File: config.mk
export PLATFORM = sky130hd
export DESIGN_NAME = failure_responder
export DESIGN_NICKNAME = d
export VERILOG_FILES = /design/src/rtl/failure_responder.sv
export SDC_FILE = /design/constraint.sdc
export NUM_CORES = 1
export LEC_CHECK = 0
export CAP_MARGIN = 20
export CORE_ASPECT_RATIO = 0.7
export CORE_MARGIN = 2
export CORE_UTILIZATION = 59
export CTS_CLUSTER_SIZE = 12
export DETAILED_ROUTE_END_ITERATION = 10
export PLACE_DENSITY_LB_ADDON = 0.12
export RECOVER_POWER = 50
export SLEW_MARGIN = 40
export SYNTH_ARGS = -nofsm -noshare
export SYNTH_HDL_FRONTEND = slang
export SYNTH_SLANG_ARGS = --single-unit
File: constraint.sdc
create_clock -name clk -period 2.7 [get_ports clk]
set_input_delay 0.27 -clock clk [delete_from_list [all_inputs] [get_ports clk]]
set_output_delay 0.27 -clock clk [all_outputs]
set_load 0.01 [all_outputs]
File: src/rtl/failure_responder.sv
// failure_responder
//
// Watches the stop and unclocked-failure (ucf) levels coming from the
// emulation top. It records each armed rising edge of (stop | ucf) as an
// event {cause, timestamp} in a small FIFO that the host drains. The first
// event seen while running asks the emulator to halt its clocks. A
// resume pulse releases the halt after the emulator acknowledges it.
//
// Parameters
//   TS_W   width of the free-running timestamp counter and of evt_time
//   DEPTH  event FIFO entries (power of two, 2..16)
//
// Ports
//   clk        in   design clock, all state on the rising edge
//   rst_n      in   asynchronous active-low reset
//   stop       in   stop-request level
//   ucf        in   unclocked-failure level
//   arm        in   event capture enable
//   failure    out  registered stop|ucf
//   evt_valid  out  FIFO head holds an event
//   evt_ready  in   host accepts the head event
//   evt_cause  out  head cause, bit1 = ucf, bit0 = stop
//   evt_time   out  head timestamp
//   drop_cnt   out  saturating count of events lost to a full FIFO
//   halt_req   out  clock-stop request to the emulator
//   halt_ack   in   emulator acknowledges the halt
//   resume     in   single-cycle pulse releasing the halt

module failure_responder #(
  parameter int TS_W  = 32,
  parameter int DEPTH = 4
) (
  input  logic            clk,
  input  logic            rst_n,
  input  logic            stop,
  input  logic            ucf,
  input  logic            arm,
  output logic            failure,
  output logic            evt_valid,
  input  logic            evt_ready,
  output logic [1:0]      evt_cause,
  output logic [TS_W-1:0] evt_time,
  output logic [7:0]      drop_cnt,
  output logic            halt_req,
  input  logic            halt_ack,
  input  logic            resume
);

  localparam int PTR_W = (DEPTH > 1) ? $clog2(DEPTH) : 1;
  localparam int ENT_W = TS_W + 2;

  typedef enum logic [1:0] {
    ST_RUN      = 2'd0,
    ST_HALT_REQ = 2'd1,
    ST_HALTED   = 2'd2
  } state_t;

  logic [TS_W-1:0]  ts_q,        ts_d;
  logic             fail_prev_q, fail_prev_d;
  logic [ENT_W-1:0] mem_q [DEPTH];
  logic [ENT_W-1:0] mem_d [DEPTH];
  logic [PTR_W-1:0] rd_ptr_q,    rd_ptr_d;
  logic [PTR_W-1:0] wr_ptr_q,    wr_ptr_d;
  logic [PTR_W:0]   count_q,     count_d;
  logic [7:0]       drop_q,      drop_d;
  state_t           state_q,     state_d;

  logic             fail_now;
  logic             evt;
  logic             fifo_empty;
  logic             fifo_full;
  logic             pop;
  logic             push;
  logic             drop;
  logic [ENT_W-1:0] head;

  // Event detection. A level held high produces one event only, and an
  // unarmed edge is invisible to the FIFO, the drop counter and the FSM.
  assign fail_now   = stop | ucf;
  assign evt        = fail_now & ~fail_prev_q & arm;

  assign fifo_empty = (count_q == '0);
  assign fifo_full  = (count_q == (PTR_W+1)'(DEPTH));
  assign pop        = ~fifo_empty & evt_ready;

  // A full FIFO still accepts an event when the head leaves in the same
  // cycle, because the write lands in the slot being freed.
  assign push       = evt & (~fifo_full | pop);
  assign drop       = evt & fifo_full & ~pop;

  // The head is forced to zero while empty so stale entries never show.
  assign head       = fifo_empty ? '0 : mem_q[rd_ptr_q];

  assign failure    = fail_prev_q;
  assign evt_valid  = ~fifo_empty;
  assign evt_cause  = head[ENT_W-1 -: 2];
  assign evt_time   = head[TS_W-1:0];
  assign drop_cnt   = drop_q;
  assign halt_req   = (state_q == ST_HALT_REQ);

  // Timestamp counter, edge history and FIFO next-state.
  always_comb begin
    ts_d        = ts_q + TS_W'(1);
    fail_prev_d = fail_now;
    mem_d       = mem_q;
    rd_ptr_d    = rd_ptr_q;
    wr_ptr_d    = wr_ptr_q;
    count_d     = count_q;
    drop_d      = drop_q;

    if (push) begin
      mem_d[wr_ptr_q] = {ucf, stop, ts_q};
      wr_ptr_d        = wr_ptr_q + PTR_W'(1);
    end
    if (pop) begin
      rd_ptr_d = rd_ptr_q + PTR_W'(1);
    end

    case ({push, pop})
      2'b10:   count_d = count_q + (PTR_W+1)'(1);
      2'b01:   count_d = count_q - (PTR_W+1)'(1);
      default: count_d = count_q;
    endcase

    if (drop && (drop_q != 8'hFF)) begin
      drop_d = drop_q + 8'd1;
    end
  end

  // Halt handshake. Only an event seen while running starts a halt.
  // Later events are still queued or counted but leave the state alone.
  always_comb begin
    state_d = state_q;
    case (state_q)
      ST_RUN:      if (evt)      state_d = ST_HALT_REQ;
      ST_HALT_REQ: if (halt_ack) state_d = ST_HALTED;
      ST_HALTED:   if (resume)   state_d = ST_RUN;
      default:                   state_d = ST_RUN;
    endcase
  end

  always_ff @(posedge clk or negedge rst_n) begin
    if (!rst_n) begin
      ts_q        <= '0;
      fail_prev_q <= 1'b0;
      for (int i = 0; i < DEPTH; i++) begin
        mem_q[i] <= '0;
      end
      rd_ptr_q    <= '0;
      wr_ptr_q    <= '0;
      count_q     <= '0;
      drop_q      <= '0;
      state_q     <= ST_RUN;
    end else begin
      ts_q        <= ts_d;
      fail_prev_q <= fail_prev_d;
      mem_q       <= mem_d;
      rd_ptr_q    <= rd_ptr_d;
      wr_ptr_q    <= wr_ptr_d;
      count_q     <= count_d;
      drop_q      <= drop_d;
      state_q     <= state_d;
    end
  end

endmodule

# ---- After elaboration in Yosys (flattened, before gate mapping)
# Cells that the tools add are included.
# Widths: inputs -> output; s select.
dict set report totals {
  regBits 186
  input_bits 8
  output_inout_bits 45
  wordCells 61
}
dict set report op_classes {
  add_sub_neg 6
  n_lt_le_gt_ge 3
  n_eq_ne 9
  mux 12
  bitwise_logic 14
  reduce_logical 6
}
# cell count
set ops {}
lappend ops {{$bwmux 136} 1}
lappend ops {{$mux 34} 4}
lappend ops {{$bmux 34 s2} 1}
lappend ops {{$demux 34 s2} 1}
lappend ops {{$add 32x1->32 const B} 1}
lappend ops {{$add 8x1->8 const B} 1}
lappend ops {{$ne 8x8->1 const B} 1}
lappend ops {{$and 1x1->1} 6}
lappend ops {{$ge 3x3->1 const B} 2}
lappend ops {{$mux 2} 3}
lappend ops {{$not 2->3} 2}
lappend ops {{$pmux 2 s3} 1}
lappend ops {{$pmux 3 s2} 1}
lappend ops {{$add 2x1->2 const B} 2}
lappend ops {{$eq 2x1->1 const B} 2}
lappend ops {{$eq 2x2->1 const B} 2}
lappend ops {{$ne 2x2->1 const B} 2}
lappend ops {{$not 1->1} 4}
lappend ops {{$add 3x1->3 const B} 1}
lappend ops {{$eq 3x3->1 const B} 1}
lappend ops {{$logic_not 3->1} 1}
lappend ops {{$lt 3x1->1 const B} 1}
lappend ops {{$reduce_and 3->1} 1}
lappend ops {{$sub 3x1->3 const B} 1}
lappend ops {{other kinds (5)} 7}

# ---- Longest topological paths before layout
# Gate-level depths: netlist of run 1.
dict set report logic_depth {
  word_depth 7
  depth_mapped 9
  depth_no_buf 9
}

# ---- Worst setup path after synthesis of run 1
# Ideal clock, no wire load.
dict set report synth_timing {
  kind {register -> register}
  start {register count_q[0]}
  end {register count_q[2]}
  setup_ps 79
  arrival_time_ps 2192
  required_time_ps 2621
  setup_slack_ps 429
  path_stages_with_launch 10
  path_buffers 0
  synth_period_minus_slack_ps 2271
  path_cell_list {dfrtp_1 or4b_1 nor3b_4 inv_1 ha_1 inv_1 fa_1 xor2_1 nor2_1 xor2_1}
}
dict set report synth_between {
  elab_chain_len 7
  word_cells_on_any_way 13
  classes_between {add/sub (2); eq/ne (3); mux (1); bitwise (5); reduce/logical (2)}
}
# element line_no
set synth_rtl {}
lappend synth_rtl {{start: declaration} 64} ;# logic [PTR_W:0] count_q, count_d;
lappend synth_rtl {{start signal: assignment} 160} ;# count_q <= count_d;
lappend synth_rtl {{$logic_not 3->1} 82} ;# assign fifo_empty = (count_q == '0);
lappend synth_rtl {{$not 1->1} 84} ;# assign pop = ~fifo_empty & evt_ready;
lappend synth_rtl {{$and 1x1->1} 84}
lappend synth_rtl {{$or 1x1->1} 88} ;# assign push = evt & (~fifo_full | pop);
lappend synth_rtl {{$and 1x1->1} 88}
lappend synth_rtl {{$eq 2x1->1 / $eq 2x2->1 (equally long branches)} 119} ;# case ({push, pop})
lappend synth_rtl {{$pmux 3 s2 / $reduce_bool 2->1 (equally long branches)} --}
# Parallel ways exist; a longest one is shown, timed or not.
# A chain may end at the register's enable or synchronous reset.

# ---- Final worst setup path of run 1
dict set report layout_timing {
  start {register rd_ptr_q[1]}
  end {output evt_time[11]}
}
dict set report layout_between {
  elab_chain_len 5
}
# element line_no
set layout_rtl {}
lappend layout_rtl {{start: declaration} 62} ;# logic [PTR_W-1:0] rd_ptr_q, rd_ptr_d;
lappend layout_rtl {{start signal: assignment} 158} ;# rd_ptr_q <= rd_ptr_d;
lappend layout_rtl {{$not 2->3 (not written as such)} 92} ;# assign head = fifo_empty ? '0 : mem_q[rd_ptr_q];
lappend layout_rtl {{$bmux 34 s2} 92}
lappend layout_rtl {{$mux 34 (not written as such) (2 in a row)} 92}
lappend layout_rtl {{$mux 34} 92}
lappend layout_rtl {{end: declaration} 42} ;# output logic [TS_W-1:0] evt_time,
# No other way between the ends. The select of a mux whose other input is x is not followed.

==> flow_summary.json, run 1 <==
{
  "wl_per_cell_um": 20.3,
  "design_area_sq_mm": 0.0104,
  "synth-seq-cells": 186,
  "cts_tree": "built",
  "yosys_warnings": 0,
  "hp-class": "reg -> reg",
  "outcome": "complete, but fails checks",
  "p_seq_share_pct": 41.2,
  "synth.distinct_cells": 36,
  "clock-sinks": 186,
  "design.core.area_sq_mm": 0.0147,
  "grt_pass1_wl_um": 29100,
  "fillers": 983,
  "path_clk_slew_ns": 0.06,
  "crit_chain": "buf_12 > mux4_2 > and2_1 > clkdlybuf4s50_1",
  "internal_power_uw": 5870,
  "start_util_pct": 60.5,
  "p_sw_share_pct": 26.4,
  "reg2regPathDepth": 6,
  "clock_power_share_pct": 34.3,
  "vias_per_cell": 5.79,
  "multi_input_area_sq_mm": 0.00397,
  "holdPathEnd": "state_q[0]$_DFFE_PN0P_",
  "whs_path_depth": 1,
  "diodes": 0,
  "cts_max_path_buffers": 2,
  "clk_latency_ns": 0.43,
  "crit_type": "reg -> out",
  "synthArstFlopShare_pct": 100,
  "drive_gt1_share_pct": 35.6,
  "maxSlewViolCount": 55,
  "dpl_cell_area_sq_mm": 0.00973,
  "h-tree-depth": 4,
  "cts_buffers": 17,
  "critPathSlowestCell": "dfrtp_1",
  "r2r-end": "mem_q[104]$_DFFE_PN0P_",
  "area_delta_synth_final_pct": 16.3,
  "cp_data_arrival_time_ns": 2.31,
  "crit_path_end_kind": "output pin",
  "cap_violations": 1,
  "startpoint_type": "flop",
  "detail_route.wirelength_um": 17000,
  "ctsResizeCount": 0,
  "worstMarginPinSlew_ns": 1.51,
  "relSlewSlack_pct": -0.500,
  "layout.nets": 647,
  "antenna_found_initial": 0,
  "period_needed_ns": 2.58,
  "num_vias": 4855,
  "synth_fp_nets": 593,
  "detail_route.iter0.violations": 223,
  "critical_path.max_fanout": 30,
  "fmax_mhz": 388,
  "r2r-start": "count_q[0]$_DFFE_PN0P_",
  "pwr-share-comb_pct": 24.4,
  "drc": 0,
  "die-height_um": 107,
  "cp.required_ns": 2.43,
  "final_cell_mix": "185 x dfrtp_1, 120 x mux2_4, 45 x clkdlybuf4s50_1, 34 x mux4_2, 34 x and2_1",
  "rows": 37,
  "irDropWorstVdd_uv": 585,
  "leakage_uw": 0.00517,
  "violations": "capacitance limit, slew limit",
  "r2r_setup_slack_ns": 0.27,
  "hpwl_um": 10700,
  "skew_ns": 0.00543,
  "track_usage_pct": 23.8,
  "synth_flop_cell": "dfrtp_1",
  "critical-path-max-stage-delay_ns": 0.54,
  "place.gp.congestion": 0.780,
  "fin_tns_setup_ns": 0,
  "p_sw_uw": 2110,
  "netlist_area_sq_mm": 0.00891,
  "root_buffer": "clkbuf_16",
  "timing.final.crit_share_pct": 95.4,
  "ioPinCount": 53,
  "synth_cells": 577,
  "hold_viol": 0,
  "ys_seq_area_share_pct": 52.2,
  "first_pass_iters": 4,
  "power_density_mw_per_mm2": 770,
  "io_buffers": 52,
  "overflow": 0,
  "syn_area_per_cell_sq_um": 15.4,
  "grt_start_max_net_pins": 71,
  "grt_pass1_vias": 5380,
  "final_common_cell": "dfrtp_1",
  "rsz0062_at_grt": "no",
  "min_from": "state_q[1]$_DFFE_PN0P_",
  "dieArea_sq_mm": 0.0161,
  "seqCellArea_sq_mm": 0.00466,
  "die_x_um": 151,
  "synth-edff-count": 0,
  "ant_nets": 0,
  "setup_viol": 0
}
## critical path: cells and delay by family, from the launching register on
kind                   cells  cell delay (ns)
buffers and inverters      2             0.77
multiplexers               1             0.38
flip-flops                 1             0.54
AND/OR/NAND/NOR            1             0.18
## power by group through the flow
| stage | clock, uW | sequential [uW] | combinational, uW |
|---|---|---|---|
| after global routing | 2910 | 3330 | 2110 |
| after global placement | 0 | 3320 | 1950 |
| after CTS | 2800 | 3290 | 2000 |
| after floorplan | 0 | 3250 | 1330 |
| after detailed placement | 0 | 3340 | 1980 |
| final | 2740 | 3290 | 1950 |
## synth_stat cells, types with 2 or more instances
master	count	area share (%)
dfrtp_1	186	52
mux2_4	120	20
and2_1	36	2.5
mux4_2	34	8.6
xnor2_1	29	2.8
mux2_2	17	2.1
nand2_1	15	0.63
nand4_1	14	0.98
xor2_1	14	1.4
clkbuf_1	13	0.55
nand3_1	13	0.73
buf_6	12	1.5
nor2_1	12	0.51
inv_1	11	0.46
buf_2	8	0.45
ha_1	7	0.98
and3_1	5	0.35
nand2_4	4	0.51
nor4_1	4	0.28
nor3_1	3	0.17
buf_1	2	0.084
nand4b_1	2	0.20
nor2b_1	2	0.14
nor3_2	2	0.22
## stage by stage
| step | util (%) | setup WS [ns] | total power (uW) | hold WS (ns) | std cells |
|---|---|---|---|---|---|
| 3_5_place_dp | 66.1 | 0.113 | 5330 | 0.270 | 806 |
| 5_1_grt | 70.4 | 0.0270 | 8360 | 0.492 | 839 |
| 4_1_cts | 70.6 | 0.0808 | 8090 | 0.379 | 839 |
| 2_1_floorplan | - | 0.429 | 4580 | -0.0256 | 577 |
| 3_3_place_gp | 66.1 | 0.222 | 5270 | 0.261 | 806 |
| 6_report | 70.4 | 0.124 | 7990 | 0.478 | 839 |
## sequential cells by signal (all words and copies together), names as in the netlist
signal and count:
state_q 2, rd_ptr_q 2, mem_q 136, ts_q 32, count_q 3, drop_cnt 8, wr_ptr_q 2, failure 1
## how the worst max path moves through the flow
stage / slack [ns] / startpoint / cells after the start / endpoint
6_report: 0.12 / rd_ptr_q[1]$_DFFE_PN0P_ / 4 / evt_time[11]
2_1_floorplan: 0.43 / count_q[0]$_DFFE_PN0P_ / 9 / count_q[2]$_DFFE_PN0P_
3_5_place_dp: 0.11 / evt_ready / 10 / count_q[2]$_DFFE_PN0P_
5_1_grt: 0.03 / rd_ptr_q[0]$_DFFE_PN0P_ / 4 / evt_time[11]
4_1_cts: 0.08 / rd_ptr_q[0]$_DFFE_PN0P_ / 4 / evt_time[11]
3_3_place_gp: 0.22 / evt_ready / 10 / count_q[2]$_DFFE_PN0P_
## per-layer routing
metal | vias to the layer above | track usage (%) | wire length, um
met3 | 11 | 6.00 | 765
li1 | 2149 | - | -
met5 | - | 0 | 0
met2 | 107 | 35.2 | 7740
met4 | 0 | 5.94 | 133
met1 | 2588 | 35.6 | 8380
## layout make-up
cell class,instances,share of cell area (%)
multi-input cells,344,38.3
repair buffers,71,7.78
clock inverters,13,1.91
inverters,11,0.398
flip-flops and latches,186,44.9
clock buffers,19,4.37
well taps,195,2.35
## logic make-up (layout without fill, tap and decap cells)
| group | after synthesis | after routing | share of synthesized area (%) |
|---|---|---|---|
| flip-flops | 186 | 186 | 52.2 |
| multiplexers | 172 | 172 | 31.1 |
| AND/OR/NAND/NOR | 118 | 118 | 7.95 |
| buffers and inverters | 47 | 114 | 3.12 |
| XOR/XNOR | 43 | 43 | 4.23 |
| adder cells (fa/ha/maj) | 8 | 8 | 1.21 |
| AO/OA/AOI/OAI | 3 | 3 | 0.210 |
## timing repair
| action | in CTS | in global routing |
|---|---|---|
| hold buffers | 1 | 0 |
| setup buffers | 0 | 0 |
| endpoints found under the hold margin | 55 | 0 |
Power figures use the tool's default switching activity.
==> run 2, diff against run 1 <==
--- a/config.mk
+++ b/config.mk
@@ -5,8 +5,7 @@
 export SDC_FILE = /design/constraint.sdc
 export NUM_CORES = 1
 export LEC_CHECK = 0
-export CAP_MARGIN = 20
-export CORE_ASPECT_RATIO = 0.7
+export CAP_MARGIN = 40
 export CORE_MARGIN = 2
 export CORE_UTILIZATION = 59
 export CTS_CLUSTER_SIZE = 12
==> flow_summary.json, run 2 (same netlist as run 1, synthesis figures left out) <==
{
  "ctsResizeCount": 0,
  "num_vias": 4753,
  "area_delta_synth_final_pct": 16.0,
  "wl_per_cell_um": 20.5,
  "relSlewSlack_pct": -27.5,
  "final_cell_mix": "185 x dfrtp_1, 120 x mux2_4, 44 x clkdlybuf4s50_1, 35 x and2_1, 34 x mux4_2",
  "crit_type": "reg -> out",
  "maxSlewViolCount": 74,
  "worstMarginPinSlew_ns": 1.91,
  "cts_tree": "built",
  "regMostFlops": "mem_q",
  "violations": "capacitance limit, slew limit",
  "rsz0062_at_grt": "no",
  "first_pass_iters": 4,
  "hold_ws_ns": 0.470,
  "overflow": 0,
  "r2r-start": "count_q[0]$_DFFE_PN0P_",
  "die-height_um": 127,
  "design.core.area_sq_mm": 0.0146,
  "period_needed_ns": 2.51,
  "io_buffers": 52,
  "leakage_uw": 0.00517,
  "timing.final.crit_share_pct": 92.8,
  "cp_data_arrival_time_ns": 2.24,
  "clk_latency_ns": 0.42,
  "grt_start_max_net_pins": 75,
  "drc": 0,
  "place.gp.congestion": 0.754,
  "critPathLaunch": "rd_ptr_q[0]$_DFFE_PN0P_",
  "crit_path_end_kind": "output pin",
  "detail_route.iter0.violations": 194,
  "setup_viol": 0,
  "final_common_cell": "dfrtp_1",
  "vias_per_cell": 5.73,
  "dieArea_sq_mm": 0.0161,
  "min_from": "state_q[1]$_DFFE_PN0P_",
  "start_util_pct": 60.9,
  "skew_ns": 0.00838,
  "layout.nets": 650,
  "clock-sinks": 186,
  "rows": 44,
  "track_usage_pct": 23.2,
  "hpwl_um": 10800,
  "fin_tns_setup_ns": 0,
  "r2r_setup_slack_ns": 0.26,
  "startpoint_type": "flop",
  "grt_pass1_vias": 5377,
  "irDropWorstVdd_uv": 651,
  "cap_violations": 1,
  "path_clk_slew_ns": 0.07,
  "power_density_mw_per_mm2": 762,
  "finalPower_uw": 7880,
  "diodes": 0,
  "h-tree-depth": 4,
  "antenna_found_initial": 0,
  "critical_path.max_fanout": 19,
  "fmax_mhz": 399,
  "hold_viol": 0,
  "die_x_um": 127,
  "ant_nets": 0,
  "outcome": "complete, but fails checks",
  "detail_route.wirelength_um": 17000,
  "cp.required_ns": 2.43,
  "drive_gt1_share_pct": 35.8,
  "hp-class": "reg -> reg",
  "largest_reg_flops": 136,
  "grt_pass1_wl_um": 29200,
  "cts_max_path_buffers": 2,
  "cts_buffers": 17,
  "root_buffer": "clkbuf_16",
  "ioPinCount": 53
}
## run 2: cell types whose count changed in the layout (fill, tap and decap cells not counted), sizes merged
cell | before | now
buf | 17 | 20
bufinv | 5 | 4
clkdlybuf4s50 | 45 | 44
clkinv | 5 | 6
clkinvlp | 3 | 2
dlygate4sd3 | 7 | 8
## run 2: worst max-delay path, stage by stage, from the launching register on
cell	delay [ns]
dfrtp_2	0.41
buf_12	0.21
mux4_2	0.52
and2_1	0.18
clkdlybuf4s50_1	0.49
## run 2: path summary, 6_finish.rpt
kind / end / depth (start not counted)
setup / recovery: evt_time[8] / 4
hold / removal: state_q[0]$_DFFE_PN0P_ / 1
setup reg to reg: mem_q[127]$_DFFE_PN0P_ / 6
hold reg to reg: state_q[0]$_DFFE_PN0P_ / 1
max in group asynchronous: mem_q[103]$_DFFE_PN0P_ / 3
min in group asynchronous: mem_q[17]$_DFFE_PN0P_ / 2
## run 2: metrics by stage
step	cells	worst slack (ns)	area [sq um]	utilization, %
floorplan	577	0.429	8910	-
global placement	798	0.195	9720	66.4
finish	830	0.193	10300	70.6
CTS	830	0.158	10400	70.7
global route	830	0.0850	10300	70.6
detailed placement	798	0.0877	9720	66.4
## run 2: where the power goes
group,switching [uW],internal (uW)
clock network,1050,1590
logic,856,1110
registers,191,3090
total,2090,5780
## run 2: metal layers
layer  vias to the layer above  global-route usage, %  part of all wire [%]
met3                        17                   4.85                   2.2
met4                         0                   5.95                   1.1
met1                      2522                   33.8                    48
met5                         -                      0                     0
met2                        60                   36.2                    49
li1                       2154                      -                     -
## run 2: repair_timing
action	CTS	global route
setup buffers	0	0
endpoints found under the setup margin	0	0
endpoints found under the hold margin	71	0
hold buffers	1	0
## run 2: cell type report
class	instances	area, sq um
Clock buffer	19	453
Clock inverter	12	173
Fill cell	986	4310
Inverter	11	41.3
Multi-Input combinational cell	344	3980
Sequential cell	186	4660
Tap cell	184	230
Timing Repair Buffer	74	808
==> run 3, diff against run 2 <==
--- a/config.mk
+++ b/config.mk
@@ -12,7 +12,7 @@
 export DETAILED_ROUTE_END_ITERATION = 10
 export PLACE_DENSITY_LB_ADDON = 0.12
 export RECOVER_POWER = 50
-export SLEW_MARGIN = 40
+export SLEW_MARGIN = 5
 export SYNTH_ARGS = -nofsm -noshare
 export SYNTH_HDL_FRONTEND = slang
 export SYNTH_SLANG_ARGS = --single-unit
==> results of run 3 <==
Final layout, timing and power as in run 2 (identical DEF).
